### src/rtl/serial_sub_pkg.sv
// Shared constants for the bit-serial NOR-gate subtractor: FSM encoding and default width.
package serial_sub_pkg;

    localparam int DEFAULT_WIDTH = 8;

    typedef enum logic [1:0] {
        IDLE  = 2'd0,
        SHIFT = 2'd1,
        DONE  = 2'd2
    } state_t;

endpackage

### src/rtl/serial_sub_nor_cell.sv
// Full-subtractor cell built only from 2-input NOR gates: d = x^y^bin, bo = ~x&y | ~(x^y)&bin.
module fs_nor_cell (
    input  logic x,
    input  logic y,
    input  logic bin,
    output logic d,
    output logic bo
);

    logic n1, nxy, xny, xnor_xy;
    logic m1, m2, m3;
    logic nbin, nxnor, t, nbo;

    // XNOR(x,y) from four NORs; the intermediate nxy = ~x&y is reused for the borrow term
    nor g1 (n1, x, y);
    nor g2 (nxy, x, n1);
    nor g3 (xny, y, n1);
    nor g4 (xnor_xy, nxy, xny);

    // d = XNOR(XNOR(x,y), bin) = x^y^bin
    nor g5 (m1, xnor_xy, bin);
    nor g6 (m2, xnor_xy, m1);
    nor g7 (m3, bin, m1);
    nor g8 (d, m2, m3);

    // t = XNOR(x,y) & bin, then bo = nxy | t
    nor g9  (nbin, bin, bin);
    nor g10 (nxnor, xnor_xy, xnor_xy);
    nor g11 (t, nbin, nxnor);
    nor g12 (nbo, nxy, t);
    nor g13 (bo, nbo, nbo);

endmodule

### src/rtl/serial_sub_nor.sv
// Bit-serial WIDTH-bit subtractor diff = a - b, LSB first, one NOR-cell step per clock.
// Optional signed-overflow output ovf is built only when SERIAL_SUB_OVF_EN is defined.
module serial_sub_nor
    import serial_sub_pkg::*;
#(
    parameter int WIDTH = DEFAULT_WIDTH
) (
    input  logic             clk,
    input  logic             rst,
    input  logic             start,
    input  logic [WIDTH-1:0] a,
    input  logic [WIDTH-1:0] b,
    output logic             busy,
    output logic             done,
    output logic [WIDTH-1:0] diff,
    output logic             borrow_out,
`ifdef SERIAL_SUB_OVF_EN
    output logic             ovf,
`endif
    output logic [1:0]       state_dbg
);

    // Handshake: start is taken only while busy=0 (IDLE); busy stays high until the
    // edge after the single-cycle done pulse, and diff/borrow_out are final during done.

    localparam int CW = $clog2(WIDTH);
    localparam logic [CW-1:0] LAST = CW'(WIDTH - 1);

    state_t           state;
    logic [WIDTH-1:0] a_sh;
    logic [WIDTH-1:0] b_sh;
    logic             brw;
    logic [CW-1:0]    cnt;
    logic             d;
    logic             bo;

    fs_nor_cell u_cell (
        .x   (a_sh[0]),
        .y   (b_sh[0]),
        .bin (brw),
        .d   (d),
        .bo  (bo)
    );

    assign state_dbg = state;

    always_ff @(posedge clk) begin
        if (rst) begin
            state      <= IDLE;
            a_sh       <= '0;
            b_sh       <= '0;
            brw        <= 1'b0;
            cnt        <= '0;
            busy       <= 1'b0;
            done       <= 1'b0;
            diff       <= '0;
            borrow_out <= 1'b0;
`ifdef SERIAL_SUB_OVF_EN
            ovf        <= 1'b0;
`endif
        end else begin
            case (state)
                IDLE: begin
                    if (start) begin
                        a_sh  <= a;
                        b_sh  <= b;
                        brw   <= 1'b0;
                        cnt   <= '0;
                        diff  <= '0;
                        busy  <= 1'b1;
                        state <= SHIFT;
                    end
                end
                SHIFT: begin
                    a_sh <= a_sh >> 1;
                    b_sh <= b_sh >> 1;
                    diff <= {d, diff[WIDTH-1:1]};
                    brw  <= bo;
                    if (cnt == LAST) begin
                        // Final step: a_sh[0]/b_sh[0] now hold the operand MSBs
                        state      <= DONE;
                        done       <= 1'b1;
                        borrow_out <= bo;
`ifdef SERIAL_SUB_OVF_EN
                        ovf        <= (a_sh[0] != b_sh[0]) && (d != a_sh[0]);
`endif
                    end else begin
                        cnt <= cnt + 1'b1;
                    end
                end
                DONE: begin
                    done  <= 1'b0;
                    busy  <= 1'b0;
                    state <= IDLE;
                end
                default: begin
                    state <= IDLE;
                    busy  <= 1'b0;
                    done  <= 1'b0;
                end
            endcase
        end
    end

endmodule

### config.mk
export PLATFORM = sky130hd
export DESIGN_NAME = serial_sub_nor
export DESIGN_NICKNAME = d
export VERILOG_FILES = /design/src/rtl/serial_sub_pkg.sv /design/src/rtl/serial_sub_nor_cell.sv /design/src/rtl/serial_sub_nor.sv
export SDC_FILE = /design/constraint.sdc
export NUM_CORES = 1
export LEC_CHECK = 0
export ABC_CLOCK_PERIOD_IN_PS = 1350
export BUFFER_PORTS_ARGS = -buffer_cell sky130_fd_sc_hd__buf_2
export CAP_MARGIN = 20
export CORE_MARGIN = 10
export CORE_UTILIZATION = 47
export DETAILED_ROUTE_END_ITERATION = 8
export PLACE_DENSITY_LB_ADDON = 0.1
export REMOVE_ABC_BUFFERS = 1
export SETUP_SLACK_MARGIN = 0.4
export SLEW_MARGIN = 20
export SYNTH_ARGS = -nofsm -noshare
export SYNTH_HDL_FRONTEND = slang
export SYNTH_HIERARCHICAL = 1
export SYNTH_SLANG_ARGS = --single-unit
### constraint.sdc
create_clock -name clk -period 1.35 [get_ports clk]
set_clock_uncertainty 0.15 [all_clocks]
set_input_delay 0.0675 -clock clk [delete_from_list [all_inputs] [get_ports clk]]
set_output_delay 0.0675 -clock clk [all_outputs]
set_load 0.1 [all_outputs]
### Word level (Yosys, flattened, before mapping)

Index checks and enable logic that the tools add are counted.

| operators by class | value |
|---|---|
| $add $sub $neg | 1 |
| eq/ne operators | 5 |
| muxes and demuxes | 18 |
| bitwise operators | 22 |
| reductions and logical operators | 8 |

Operators by type and width:

| kind | number |
|---|---|
| $pmux 8 s2 | 3 |
| $mux 8 | 3 |
| $not 1->1 | 12 |
| $or 1x1->1 | 10 |
| $reduce_and 2->1 | 5 |
| $mux 3 | 2 |
| $ne 2x2->1 const B | 3 |
| $pmux 1 s2 | 3 |
| $pmux 3 s2 | 1 |
| $mux 2 | 2 |
| $pmux 2 s2 | 1 |
| $add 3x1->3 const B | 1 |
| $eq 3x3->1 const B | 1 |
| $mux 1 | 3 |
| $reduce_and 3->1 | 1 |
| $eq 2x1->1 const B | 1 |
| $logic_not 2->1 | 1 |
| $reduce_bool 2->1 | 1 |

| word-level totals | value |
|---|---|
| bits in registers | 33 |
| input port bits | 19 |

### Depth between registers and ports, before layout

Gate-level depths: netlist of the first run.

| logic depth | value |
|---|---|
| depth after elaboration | 13 |
| depth in mapped cells | 6 |
| depth with buffers taken out | 5 |

### By module

Netlist of the first run, hierarchy kept.

By module, submodules not included:

| module | times used | cells an instance | area an instance (um2) |
|---|---|---|---|
| serial_sub_nor | 1 | 152 | 1418.9 |
| fs_nor_cell | 1 | 4 | 31.3 |

### Least setup slack after synthesis of the first run

No wires, ideal clock.

| timing path | value |
|---|---|
| path kind | flip-flop to flip-flop |
| start | register state[0] (netlist: state_dbg[0]) |
| end | register diff[0] |
| setup time | 0.068 ns |
| arrival time | 1.764 ns |
| slack | -0.632 ns |
| cell stages (with the launch flop) | 6 |
| buffers on the path | 2 |
| clock period less this slack | 1.982 ns |
| cells stage by stage | dfxtp_1 buf_4 nor2b_1 buf_2 a22oi_1 nor2_1 |

| on the way | value |
|---|---|
| cells in the longest elaborated chain, start to end | 3 |
| elaborated cells on any way between the ends | 6 |
| classes of those cells | eq/ne: 2; mux: 1; reduce/logical: 3 |

RTL lines:

| element | line | RTL |
|---|---|---|
| start, declared | serial_sub_nor.sv:29 | `state_t state;` |
| start signal, assigned | serial_sub_nor.sv:49 | `state <= IDLE;` |
| start signal, assigned | serial_sub_nor.sv:71 | `state <= SHIFT;` |
| start signal, assigned | serial_sub_nor.sv:81 | `state <= DONE;` |
| $eq 2x1->1 / $logic_not 2->1 (equally long branches) | serial_sub_nor.sv:62 | `case (state)` |
| $reduce_bool 2->1 (no source line) / $ne 2x2->1 (equally long branches) | -- |  |
| $reduce_and 2->1 (no source line) | -- |  |
| end signal, assigned | serial_sub_nor.sv:77 | `diff <= {d, diff[WIDTH-1:1]};` |
| end, declared | serial_sub_nor.sv:15 | `output logic [WIDTH-1:0] diff,` |

Parallel ways exist; a longest one is shown, timed or not.
A chain may end at the register's enable or synchronous reset.

### Final worst setup path of the first run

| timing path | value |
|---|---|
| start | register cnt[0] |
| end | register cnt[0] |

| on the way | value |
|---|---|
| cells in the longest elaborated chain, start to end | 3 |
| elaborated cells on any way between the ends | 6 |
| classes of those cells | add/sub: 1; eq/ne: 2; mux: 2; reduce/logical: 1 |

RTL lines:

| element | line | RTL |
|---|---|---|
| start, declared | serial_sub_nor.sv:33 | `logic [CW-1:0] cnt;` |
| start signal, assigned | serial_sub_nor.sv:88 | `cnt <= cnt + 1'b1;` |
| $add 3x1->3 / $eq 3x3->1 (equally long branches) | serial_sub_nor.sv:88, serial_sub_nor.sv:79 |  |
| $mux 3 / $ne 2x2->1 (equally long branches) | -- |  |
| $pmux 3 s2 / $reduce_and 3->1 (equally long branches) | -- |  |

Parallel ways exist; a longest one is shown, timed or not. The select of a mux whose other input is x is not followed.

==> metrics.csv, run 1 <==
metric,value,unit
average size of a mapped cell,9.30,um2
reg2reg end,cnt[0]$_SDFFE_PP0P_,
hpwl dp,2330,um
crit path time final,1.43,ns
"Cell Chain, Critical Path",ha_4 > ha_4 > nor4b_4 > a31oi_1 > a21oi_1,
worst skew pair latency,0.33,ns
IO Port Bufs,31,
"Req. time, crit path",1.45,ns
vias,1481,
"delay-heaviest family, CP",flip-flops,
kind of critical path,reg2reg,
cell repeated most along the worst path,ha_4,
io pins,32,
mux contribution to synthesized area,0.0759,
first-pass GRT wire length,7530,um
root buf cell,clkbuf_4,
Hold Path Sink,a_sh[4]$_SDFFE_PP0P_,
post-synthesis sequential element count,33,
die width,75.5,um
clk sinks,33,
cell area after synthesis,0.00145,mm2
Min-Delay Path Class,in2reg,
CTS buffer count,5,
num rows,20,
XOR/XNOR Fraction of Synth Area,0,
fin. max-slew vios,0,
H-tree depth,2,
Yosys warning count,6,
max_slew headroom,0.613,
Finished Layout Cells,264,
max cap viols,0,
vias in the first global route,1571,
largest family of logic cells by synthesized area,compound AO/OA/AOI/OAI gates,
Die H,75.5,um
CP arrival,1.54,ns
unrepaired setup endpoints after global routing,true,
Reg2Reg Setup Slack,-0.08,ns
Critical-path top delay cell,dfxtp_2,
diode count,0,
RePlAce Congestion,0.770,
Max Freq,698,MHz
Max clock buf depth,2,
Initial Util,0.483,
placed insts,220,
Post-Synthesis Cells,156,
final core utilization,0.860,
initial antenna violation count,0,
Setup TNS Final,-0.149,ns
Synth Area in Adders,0.0311,
fin nets,253,
"Clk pin slew, worst setup/hold paths",0.10,ns
Netlist cell types,29,
Final Hold Fails,1,
drt via density,5.61,
GRT overflow,0,
Final setup viols,3,
Worst VDD drop,0.856,mV
CP max stage delay,0.36,ns
failing checks,"negative hold slack, negative setup slack",
Post-DRT Antenna Nets,0,
Worst Hold Path Cells,4,
nature of the critical path endpoint,register,
slew at the pin closest to its max-slew limit,0.581,ns
CP bufs+invs,0,
pin count of the biggest net entering global routing,28,
GRT Overall Usage,0.176,
crit path max fanout,5,
drt drc,0,
P_leak,0.00104,uW
layout cells sized above 1,0.602,
post-synthesis compound-gate area fraction,0.212,
R2R Path Start,cnt[0]$_SDFFE_PP0P_,
WL final,4990,um
worst reg2reg path depth,5,
Tcrit/Tclk final,1.06,
startpoint types,register,
die footprint,0.00571,mm2
power density cells,832,mW/mm2
setup ws final,-0.0827,ns
core area,0.00300,mm2
worst hold slack,-0.0444,ns
outcome,"finished, violations left",
area share of and/or/nand/nor cells after synthesis,0.154,
Hold Path Origin,a[4],
CTS Hold Bufs,13,
"Seq/Total Area, Yosys",0.456,
Initial DRC Count,158,
CTS tree,built,
Pre-Repair DR Iteration Count,4,
area grow syn2layout,78.0,%
WL per Instance,18.9,um
[cell usage after synthesis (all sizes together)]
| cell | number | area (um2) |
|---|---|---|
| dfxtp | 33 | 661 |
| nor2 | 27 | 101 |
| a211oi | 12 | 110 |
| mux2i | 11 | 110 |
| a21oi | 9 | 45.0 |
| a22oi | 9 | 67.6 |
| buf | 9 | 62.6 |
| nand3 | 7 | 35.0 |
| inv | 6 | 22.5 |
| clkbuf | 5 | 18.8 |
| nand2 | 4 | 15.0 |
| a31oi | 3 | 18.8 |
| nor2b | 3 | 18.8 |
| nor3 | 3 | 15.0 |
| ha | 2 | 25.0 |
| nand2b | 2 | 12.5 |
| o21ai | 2 | 10.0 |
| a2111oi | 1 | 15.0 |
| fa | 1 | 20.0 |
| nand3b | 1 | 7.51 |
| nor4b | 1 | 8.76 |
| o21ba | 1 | 10.0 |
| o21bai | 1 | 11.3 |
| o221a | 1 | 11.3 |
| o2bb2ai | 1 | 8.76 |
| or3b | 1 | 8.76 |
[layer usage]
layer  track usage  vias up  share of wire
li1              -      708              -
met1         0.191      710           0.39
met2         0.309       49           0.54
met3        0.0443       14          0.040
met4        0.0866        0          0.031
met5             0        -              0
[through the flow]
| stage | total power, uW | worst slack (ns) | hold WS, ns | cell area (um2) |
|---|---|---|---|---|
| 3_3_place_gp | 1400 | -0.0658 | 0.202 | 1710 |
| 4_1_cts | 2110 | -0.00381 | -0.0519 | 2460 |
| 2_1_floorplan | 1280 | -1.26 | -0.0179 | 1370 |
| 3_5_place_dp | 1410 | -0.252 | 0.201 | 1710 |
| 5_1_grt | 2240 | -0.146 | -0.0558 | 2580 |
| 6_report | 2150 | -0.0827 | -0.0444 | 2580 |
[logic make-up after synthesis]
kind of cell | count (synthesis)
compound gates | 40
fa+ha+maj | 3
buf+inv | 20
flops | 33
mux | 11
simple gates | 49
[where the power goes]
group | internal [uW] | switching [uW]
Clock | 246 | 326
Combinational | 248 | 256
Sequential | 1020 | 53.0
[cell type report]
class | count | area, um2
Tap cell | 33 | 41.3
Clock buffer | 7 | 55.1
Timing Repair Buffer | 81 | 831
Sequential cell | 33 | 696
Multi-Input combinational cell | 104 | 933
Fill cell | 159 | 422
Inverter | 6 | 25.0
[worst max-delay path by stage]
stage | slack [ns] | cells after the start | start | endpoint
after CTS | -0.004 | 5 | cnt[0]$_SDFFE_PP0P_ | cnt[0]$_SDFFE_PP0P_
final | -0.08 | 5 | cnt[0]$_SDFFE_PP0P_ | cnt[0]$_SDFFE_PP0P_
after global placement | -0.07 | 5 | cnt[0]$_SDFFE_PP0P_ | cnt[0]$_SDFFE_PP0P_
after floorplan | -1.26 | 3 | state_dbg[0]$_SDFFE_PP0P_ | b_sh[3]$_SDFFE_PP0P_
after detailed placement | -0.25 | 5 | cnt[0]$_SDFFE_PP0P_ | cnt[0]$_SDFFE_PP0P_
after global routing | -0.15 | 4 | state_dbg[0]$_SDFFE_PP0P_ | cnt[1]$_SDFFE_PP0P_
[layout by cell type, fill, tap and decap left out, drive strengths merged, types with 2 or more instances in the layout]
master and instances:
buf 67, a211oi 12, mux2i 11, nand2 4, a21oi 9, dfxtp 33, nand3 7, nor2b 3
a22oi 9, dlygate4sd3 13, nor3 3, inv 6, nand2b 2, o21bai 2, a31oi 3, clkbuf 8
o21ai 2, nor2 27, ha 2
[worst min-delay path, stage by stage]
cell and delay, ns:
buf_2 0.10, inv_1 0.05, o2bb2ai_2 0.11, a2111oi_2 0.06
[registers in the layout, indices dropped and copies added, names as in the netlist]
signal	flops
done	1
borrow_out	1
brw	1
a_sh	8
b_sh	8
diff	8
state_dbg	2
cnt	3
busy	1
[repair_timing]
action                                  4_1_cts  5_1_grt
gates resized for setup                     126       14
endpoints found under the setup margin       46       46
gates cloned                                  3        1
endpoints found under the hold margin        14        1
setup buffers                                15        5
pin swaps                                    17       11
Power figures use the tool's default switching activity.
==> inputs of run 2 (changes only) <==
--- a/config.mk
+++ b/config.mk
@@ -5,13 +5,14 @@
 export SDC_FILE = /design/constraint.sdc
 export NUM_CORES = 1
 export LEC_CHECK = 0
-export ABC_CLOCK_PERIOD_IN_PS = 1350
+export ABC_CLOCK_PERIOD_IN_PS = 1620
 export BUFFER_PORTS_ARGS = -buffer_cell sky130_fd_sc_hd__buf_2
 export CAP_MARGIN = 20
 export CORE_MARGIN = 10
-export CORE_UTILIZATION = 47
+export CORE_UTILIZATION = 55
+export CTS_BUF_LIST = sky130_fd_sc_hd__clkbuf_8
 export DETAILED_ROUTE_END_ITERATION = 8
-export PLACE_DENSITY_LB_ADDON = 0.1
+export PLACE_DENSITY = 0.91
 export REMOVE_ABC_BUFFERS = 1
 export SETUP_SLACK_MARGIN = 0.4
 export SLEW_MARGIN = 20
==> constraint.sdc (replaced) <==
create_clock -name clk -period 1.62 [get_ports clk]
set_clock_uncertainty 0.15 [all_clocks]
set_input_delay 0.081 -clock clk [delete_from_list [all_inputs] [get_ports clk]]
set_output_delay 0.081 -clock clk [all_outputs]
set_load 0.1 [all_outputs]
==> metrics.csv, run 2 <==
metric,value,unit,change
share of the synthesized area in the top cell type,0.456,,unchanged
ys async rst share,0,,unchanged
clk sinks,33,,unchanged
post-synthesis sequential element count,33,,unchanged
io pins,32,,unchanged
Yosys warning count,6,,unchanged
cell area after synthesis,0.00145,mm2,unchanged
root buf cell,clkbuf_8,,was clkbuf_4
H-tree depth,2,,unchanged
outcome,did not finish,,"was finished, violations left"
most common library cells after synthesis,"dfxtp_1, nor2_1, mux2i_1",,unchanged
"Seq/Total Area, Yosys",0.456,,unchanged
largest cells by area after synthesis,"dfxtp_1, mux2i_1, nor2_1, a22oi_1, a211oi_1",,unchanged
num rows,18,,was 20
IO Port Bufs,31,,unchanged
Die H,71.4,um,was 75.5 um
Post-Synthesis Cells,156,,unchanged
Synth area leader,dfxtp_1,,unchanged
pin count of the biggest net entering global routing,14,,
endpoint with the least setup slack after the last repair,cnt[2]$_SDFFE_PP0P_/D,,
"EDFF count, synth",0,,unchanged
Netlist cell types,29,,unchanged
worst ep type,register input,,
Max clock buf depth,2,,unchanged
Post-synth top flop,dfxtp_1,,unchanged
tool error,"[ERROR DPL-0038] Utilization greater than 100%, impossible to legalize",,
average size of a mapped cell,9.30,um2,unchanged
hpwl dp,2420,um,was 2330 um
top-count cell post-synth,dfxtp_1,,unchanged
Initial Util,0.580,,was 0.483
CTS buffer count,5,,unchanged
RePlAce Congestion,0.836,,was 0.770
failing step,5_1_grt,,
die width,71.4,um,was 75.5 um
[run 2: cell counts after synthesis]
Identical to the previous run, type by type.
[run 2: kinds of logic after synthesis]
logic type               count (synthesis)  share of synthesized area
multiplexers                            11                     0.0759
AND/OR/NAND/NOR                         49                      0.154
AO/OA/AOI/OAI                           40                      0.212
buffers and inverters                   20                     0.0716
adder cells (fa/ha/maj)                  3                     0.0311
flip-flops                              33                      0.456
[run 2: repair_timing]
| action | in CTS |
|---|---|
| pin swaps | 26 |
| buffers inserted | 16 |
| resized for setup | 85 |
| endpoints found under the setup margin | 46 |
| hold buffers | 11 |
| endpoints found under the hold margin | 9 |
| cloned | 6 |
[run 2: stage by stage]
| stage | std cells | area, um2 | worst slack, ns | setup TNS [ns] |
|---|---|---|---|---|
| 2_1_floorplan | 142 | 1370 | -0.990 | -28.71 |
| 3_5_place_dp | 211 | 1660 | 0.0359 | 0 |
| 3_3_place_gp | 211 | 1660 | 0.179 | 0 |
| 4_1_cts | 252 | 2440 | 0.229 | 0 |
==> inputs of run 3 (changes only) <==
--- a/config.mk
+++ b/config.mk
@@ -9,12 +9,10 @@
 export BUFFER_PORTS_ARGS = -buffer_cell sky130_fd_sc_hd__buf_2
 export CAP_MARGIN = 20
 export CORE_MARGIN = 10
-export CORE_UTILIZATION = 55
-export CTS_BUF_LIST = sky130_fd_sc_hd__clkbuf_8
+export CORE_UTILIZATION = 40
 export DETAILED_ROUTE_END_ITERATION = 8
-export PLACE_DENSITY = 0.91
+export PLACE_DENSITY_LB_ADDON = 0.15
 export REMOVE_ABC_BUFFERS = 1
-export SETUP_SLACK_MARGIN = 0.4
 export SLEW_MARGIN = 20
 export SYNTH_ARGS = -nofsm -noshare
 export SYNTH_HDL_FRONTEND = slang
==> metrics.csv, run 3 (synthesized netlist as in run 1, its figures left out) <==
metric,value,unit,change
Initial Util,0.425,,was 0.580
worst skew pair latency,0.33,ns,
P_leak,0.000790,uW,
vias,1275,,
Max clock buf depth,2,,unchanged
Final Hold Fails,0,,
unrepaired setup endpoints after global routing,false,,
Tot Pwr,1610,uW,
CTS buffer count,5,,unchanged
outcome,"complete, no violations",,was did not finish
Pre-Repair DR Iteration Count,4,,
GRT Overall Usage,0.111,,
root buf cell,clkbuf_4,,was clkbuf_8
RePlAce Congestion,0.703,,was 0.836
drt drc,0,,
Initial DRC Count,78,,
Clock Power Share,0.274,,
Max Freq,670,MHz,
Min-Delay Path Class,in2reg,,
H-tree depth,2,,unchanged
"most common cell after layout, fill and taps aside",dfxtp_1,,
Worst VDD drop,0.516,mV,
power density cells,854,mW/mm2,
fin. max-slew vios,0,,
fill count,337,,
most frequent cells in the layout,"dfxtp_1, buf_2, nor2_1, dlygate4sd3_1, mux2i_1",,
first-pass GRT wire length,5820,um,
layout cells sized above 1,0.252,,
placed insts,225,,was 211
CTS tree,built,,
clk sinks,33,,unchanged
GRT overflow,0,,
crit path max fanout,9,,
die width,80.2,um,was 71.4 um
internal power,1150,uW,
Largest regs,"a_sh: 8 flops, b_sh: 8 flops, diff: 8 flops",,
slew at the pin closest to its max-slew limit,0.591,ns,
startpoint types,register,,
vias in the first global route,1304,,
CP arrival,1.61,ns,
Finished Layout Cells,248,,
die footprint,0.00643,mm2,
Final setup viols,0,,
nature of the critical path endpoint,register,,
"Req. time, crit path",1.74,ns,
diode count,0,,
max_slew headroom,0.606,,
max cap viols,0,,
fin nets,223,,
hpwl dp,2210,um,was 2420 um
postcts setup bufs,0,,was 16
sw frac,0.284,,
Final Instance Area,0.00189,mm2,
drt via density,5.14,,
io pins,32,,unchanged
Die H,80.2,um,was 71.4 um
initial antenna violation count,0,,
worst hold slack,0.0228,ns,
crit path time final,1.49,ns,
Tcrit/Tclk final,0.921,,
IO Port Bufs,31,,unchanged
num rows,21,,was 18
area grow syn2layout,30.1,%,
core area,0.00342,mm2,
WL final,3260,um,
Combinational Power Share,0.179,,
WL per Instance,13.2,um,
kind of critical path,reg2reg,,
Flop pwr share,0.546,,
placed cell areas,0.00167,mm2,was 0.00166 mm2
"Clk pin slew, worst setup/hold paths",0.10,ns,
Post-DRT Antenna Nets,0,,
pin count of the biggest net entering global routing,32,,
switching power,458,uW,
run 3: cell type report:
type,instances,area [um2],area share
Multi-Input combinational cell,103,704,0.373
Sequential cell,33,661,0.350
Timing Repair Buffer,52,393,0.208
Tap cell,46,57.6,0.0305
Clock buffer,8,48.8,0.0259
Inverter,6,22.5,0.0119
run 3: worst max-delay path, stage by stage (launching register included):
cell	delay (ns)
dfxtp_1	0.35
ha_1	0.21
ha_2	0.24
nor4b_1	0.26
a31oi_1	0.07
a21oi_1	0.13
run 3: power by group through the flow:
stage / clock (uW) / sequential [uW] / combinational, uW
3_5_place_dp: 0 / 899 / 259
4_1_cts: 456 / 881 / 287
5_1_grt: 493 / 887 / 320
3_3_place_gp: 0 / 898 / 252
6_report: 442 / 881 / 289
2_1_floorplan: 0 / 948 / 118
run 3: through the flow:
| step | setup TNS [ns] | util | worst slack (ns) |
|---|---|---|---|
| after global routing | 0 | 0.552 | 0.0538 |
| after floorplan | -28.71 | - | -0.990 |
| after detailed placement | 0 | 0.489 | 0.0729 |
| after CTS | 0 | 0.547 | 0.0475 |
| final | 0 | 0.552 | 0.128 |
| after global placement | 0 | 0.489 | 0.128 |
run 3: path summary, 6_finish.rpt:
kind,from,end,slack [ns],cells after the start
worst max-delay path,cnt[0]$_SDFFE_PP0P_,cnt[0]$_SDFFE_PP0P_,0.13,5
worst min-delay path,a[6],a_sh[6]$_SDFFE_PP0P_,0.02,4
worst max register to register,cnt[0]$_SDFFE_PP0P_,cnt[0]$_SDFFE_PP0P_,0.13,5
worst min register to register,borrow_out$_SDFFE_PP0P_,borrow_out$_SDFFE_PP0P_,0.33,2
run 3: timing repair:
item / 4_1_cts / 5_1_grt
hold buffers: 15 / 0
setup endpoints to repair: 0 / 12
resized for setup: 0 / 4
hold endpoints to repair: 15 / 0
run 3: routing by layer:
| layer | vias to the layer above | track usage | part of all wire |
|---|---|---|---|
| met3 | 7 | 0.0457 | 0.073 |
| met5 | - | 0 | 0 |
| met2 | 32 | 0.186 | 0.47 |
| met1 | 593 | 0.120 | 0.43 |
| li1 | 643 | - | - |
| met4 | 0 | 0.0475 | 0.018 |
==> inputs of run 4 (changes only) <==
==> constraint.sdc (replaced) <==
create_clock -name clk -period 1.62 [get_ports clk]
set_clock_uncertainty 0.15 [all_clocks]
set_input_delay 0.162 -clock clk [delete_from_list [all_inputs] [get_ports clk]]
set_output_delay 0.162 -clock clk [all_outputs]
set_load 0.1 [all_outputs]
==> metrics.csv, run 4 (synthesized netlist as in run 1, its figures left out) <==
metric,value,unit,change
CP arrival,1.20,ns,was 1.61 ns
die width,80.2,um,unchanged
GRT Overall Usage,0.106,,was 0.111
WL per Instance,13.3,um,was 13.2 um
Pre-Repair DR Iteration Count,4,,unchanged
Setup TNS Final,0,ns,unchanged
most frequent cells in the layout,"dfxtp_1, buf_2, nor2_1, mux2i_1",,"was dfxtp_1, buf_2, nor2_1, dlygate4sd3_1, mux2i_1"
Hold Path Origin,a[2],,was a[6]
unrepaired setup endpoints after global routing,false,,unchanged
Tot Pwr,1590,uW,was 1610 uW
fin nets,211,,was 223
vias in the first global route,1258,,was 1304
nature of the critical path endpoint,output pin,,was register
"Req. time, crit path",1.31,ns,was 1.74 ns
outcome,"complete, no violations",,unchanged
kind of critical path,reg2out,,was reg2reg
diode count,0,,unchanged
power density cells,899,mW/mm2,was 854 mW/mm2
Max Freq,660,MHz,was 670 MHz
core area,0.00342,mm2,unchanged
pin count of the biggest net entering global routing,32,,unchanged
Worst Hold Path Cells,3,,was 4
reg2reg end,cnt[0]$_SDFFE_PP0P_,,unchanged
Initial DRC Count,62,,was 78
postcts setup bufs,0,,unchanged
drt via density,5.14,,about the same
Die H,80.2,um,unchanged
Post-DRT Antenna Nets,0,,unchanged
Largest regs,"a_sh: 8 flops, b_sh: 8 flops, diff: 8 flops",,unchanged
GRT overflow,0,,unchanged
RePlAce Congestion,0.703,,unchanged
Reg2Reg Setup Slack,0.12,ns,was 0.13 ns
first-pass GRT wire length,5550,um,was 5820 um
hpwl dp,2210,um,unchanged
io pins,32,,unchanged
Tcrit/Tclk final,0.935,,was 0.921
Max clock buf depth,2,,unchanged
startpoint types,register,,unchanged
area grow syn2layout,21.8,%,was 30.1%
drt drc,0,,unchanged
Hold Path Sink,a_sh[2]$_SDFFE_PP0P_,,was a_sh[6]$_SDFFE_PP0P_
P_leak,0.000740,uW,was 0.000790 uW
crit path launch,state_dbg[1]$_SDFFE_PP0P_,,was cnt[0]$_SDFFE_PP0P_
Final Hold Fails,0,,unchanged
worst reg2reg path depth,5,,unchanged
R2R Path Start,cnt[0]$_SDFFE_PP0P_,,unchanged
Worst VDD drop,0.512,mV,was 0.516 mV
slew at the pin closest to its max-slew limit,0.588,ns,was 0.591 ns
WL final,3140,um,was 3260 um
IO Port Bufs,31,,unchanged
crit path max fanout,9,,unchanged
max cap viols,0,,unchanged
fill count,351,,was 337
max_slew headroom,0.608,,was 0.606
worst skew pair latency,0.33,ns,about the same
CTS buffer count,5,,unchanged
crit path time final,1.52,ns,was 1.49 ns
num rows,21,,unchanged
layout cells sized above 1,0.268,,was 0.252
"Clk pin slew, worst setup/hold paths",0.10,ns,about the same
Min-Delay Path Class,in2reg,,unchanged
die footprint,0.00643,mm2,unchanged
fin. max-slew vios,0,,unchanged
H-tree depth,2,,unchanged
CTS tree,built,,unchanged
Initial Util,0.425,,unchanged
clk sinks,33,,unchanged
root buf cell,clkbuf_4,,unchanged
"most common cell after layout, fill and taps aside",dfxtp_1,,unchanged
vias,1213,,was 1275
Final setup viols,0,,unchanged
initial antenna violation count,0,,unchanged
-- run 4: cell count changes in the layout (fill, tap and decap cells not counted), sizes merged --
cell	before	now
dlygate4sd3	15	3
-- run 4: worst max-delay path, cell delays in order (launching register included) --
cell,delay [ns]
dfxtp_1,0.49
buf_4,0.21
buf_12,0.17
-- run 4: what timing repair did --
item,in CTS,in global routing
endpoints found under the hold margin,3,0
resized for setup,0,4
hold buffers,3,0
endpoints found under the setup margin,0,12
-- run 4: layer usage --
layer | vias up | global-route usage | routed length, um
li1 | 619 | - | -
met1 | 561 | 0.121 | 1440
met2 | 26 | 0.173 | 1460
met3 | 7 | 0.0401 | 189
met4 | 0 | 0.0475 | 59
met5 | - | 0 | 0
-- run 4: layout make-up --
type                            count  area [um2]  share of cell area
Multi-Input combinational cell    103         704               0.399
Tap cell                           46        57.6              0.0326
Clock buffer                        8        48.8              0.0276
Timing Repair Buffer               40         273               0.154
Inverter                            6        22.5              0.0127
Sequential cell                    33         661               0.374
-- run 4: report_power, final --
group	switching (uW)	leakage, uW	internal (uW)	total [uW]
logic	159	0.000443	107	266
clock network	269	0.0000265	173	442
registers	26.2	0.000271	854	881
-- run 4: through the flow --
step	utilization	instances	setup WS [ns]	cell area (um2)	hold slack, ns
after floorplan	-	142	-0.990	1370	0.0766
after global placement	0.489	225	0.128	1670	0.280
after detailed placement	0.489	225	0.0729	1670	0.306
after CTS	0.512	236	0.0475	1750	0.00510
after global routing	0.517	236	0.0246	1770	0.0321
final	0.517	236	0.105	1770	0.0165
-- run 4: worst max path at each step --
| stage | end | cells after the start | slack (ns) |
|---|---|---|---|
| floorplan | b_sh[3]$_SDFFE_PP0P_ | 3 | -0.99 |
| global placement | cnt[0]$_SDFFE_PP0P_ | 5 | 0.13 |
| detailed placement | cnt[0]$_SDFFE_PP0P_ | 5 | 0.07 |
| CTS | cnt[0]$_SDFFE_PP0P_ | 5 | 0.05 |
| global route | state_dbg[1] | 2 | 0.02 |
| finish | state_dbg[1] | 2 | 0.10 |
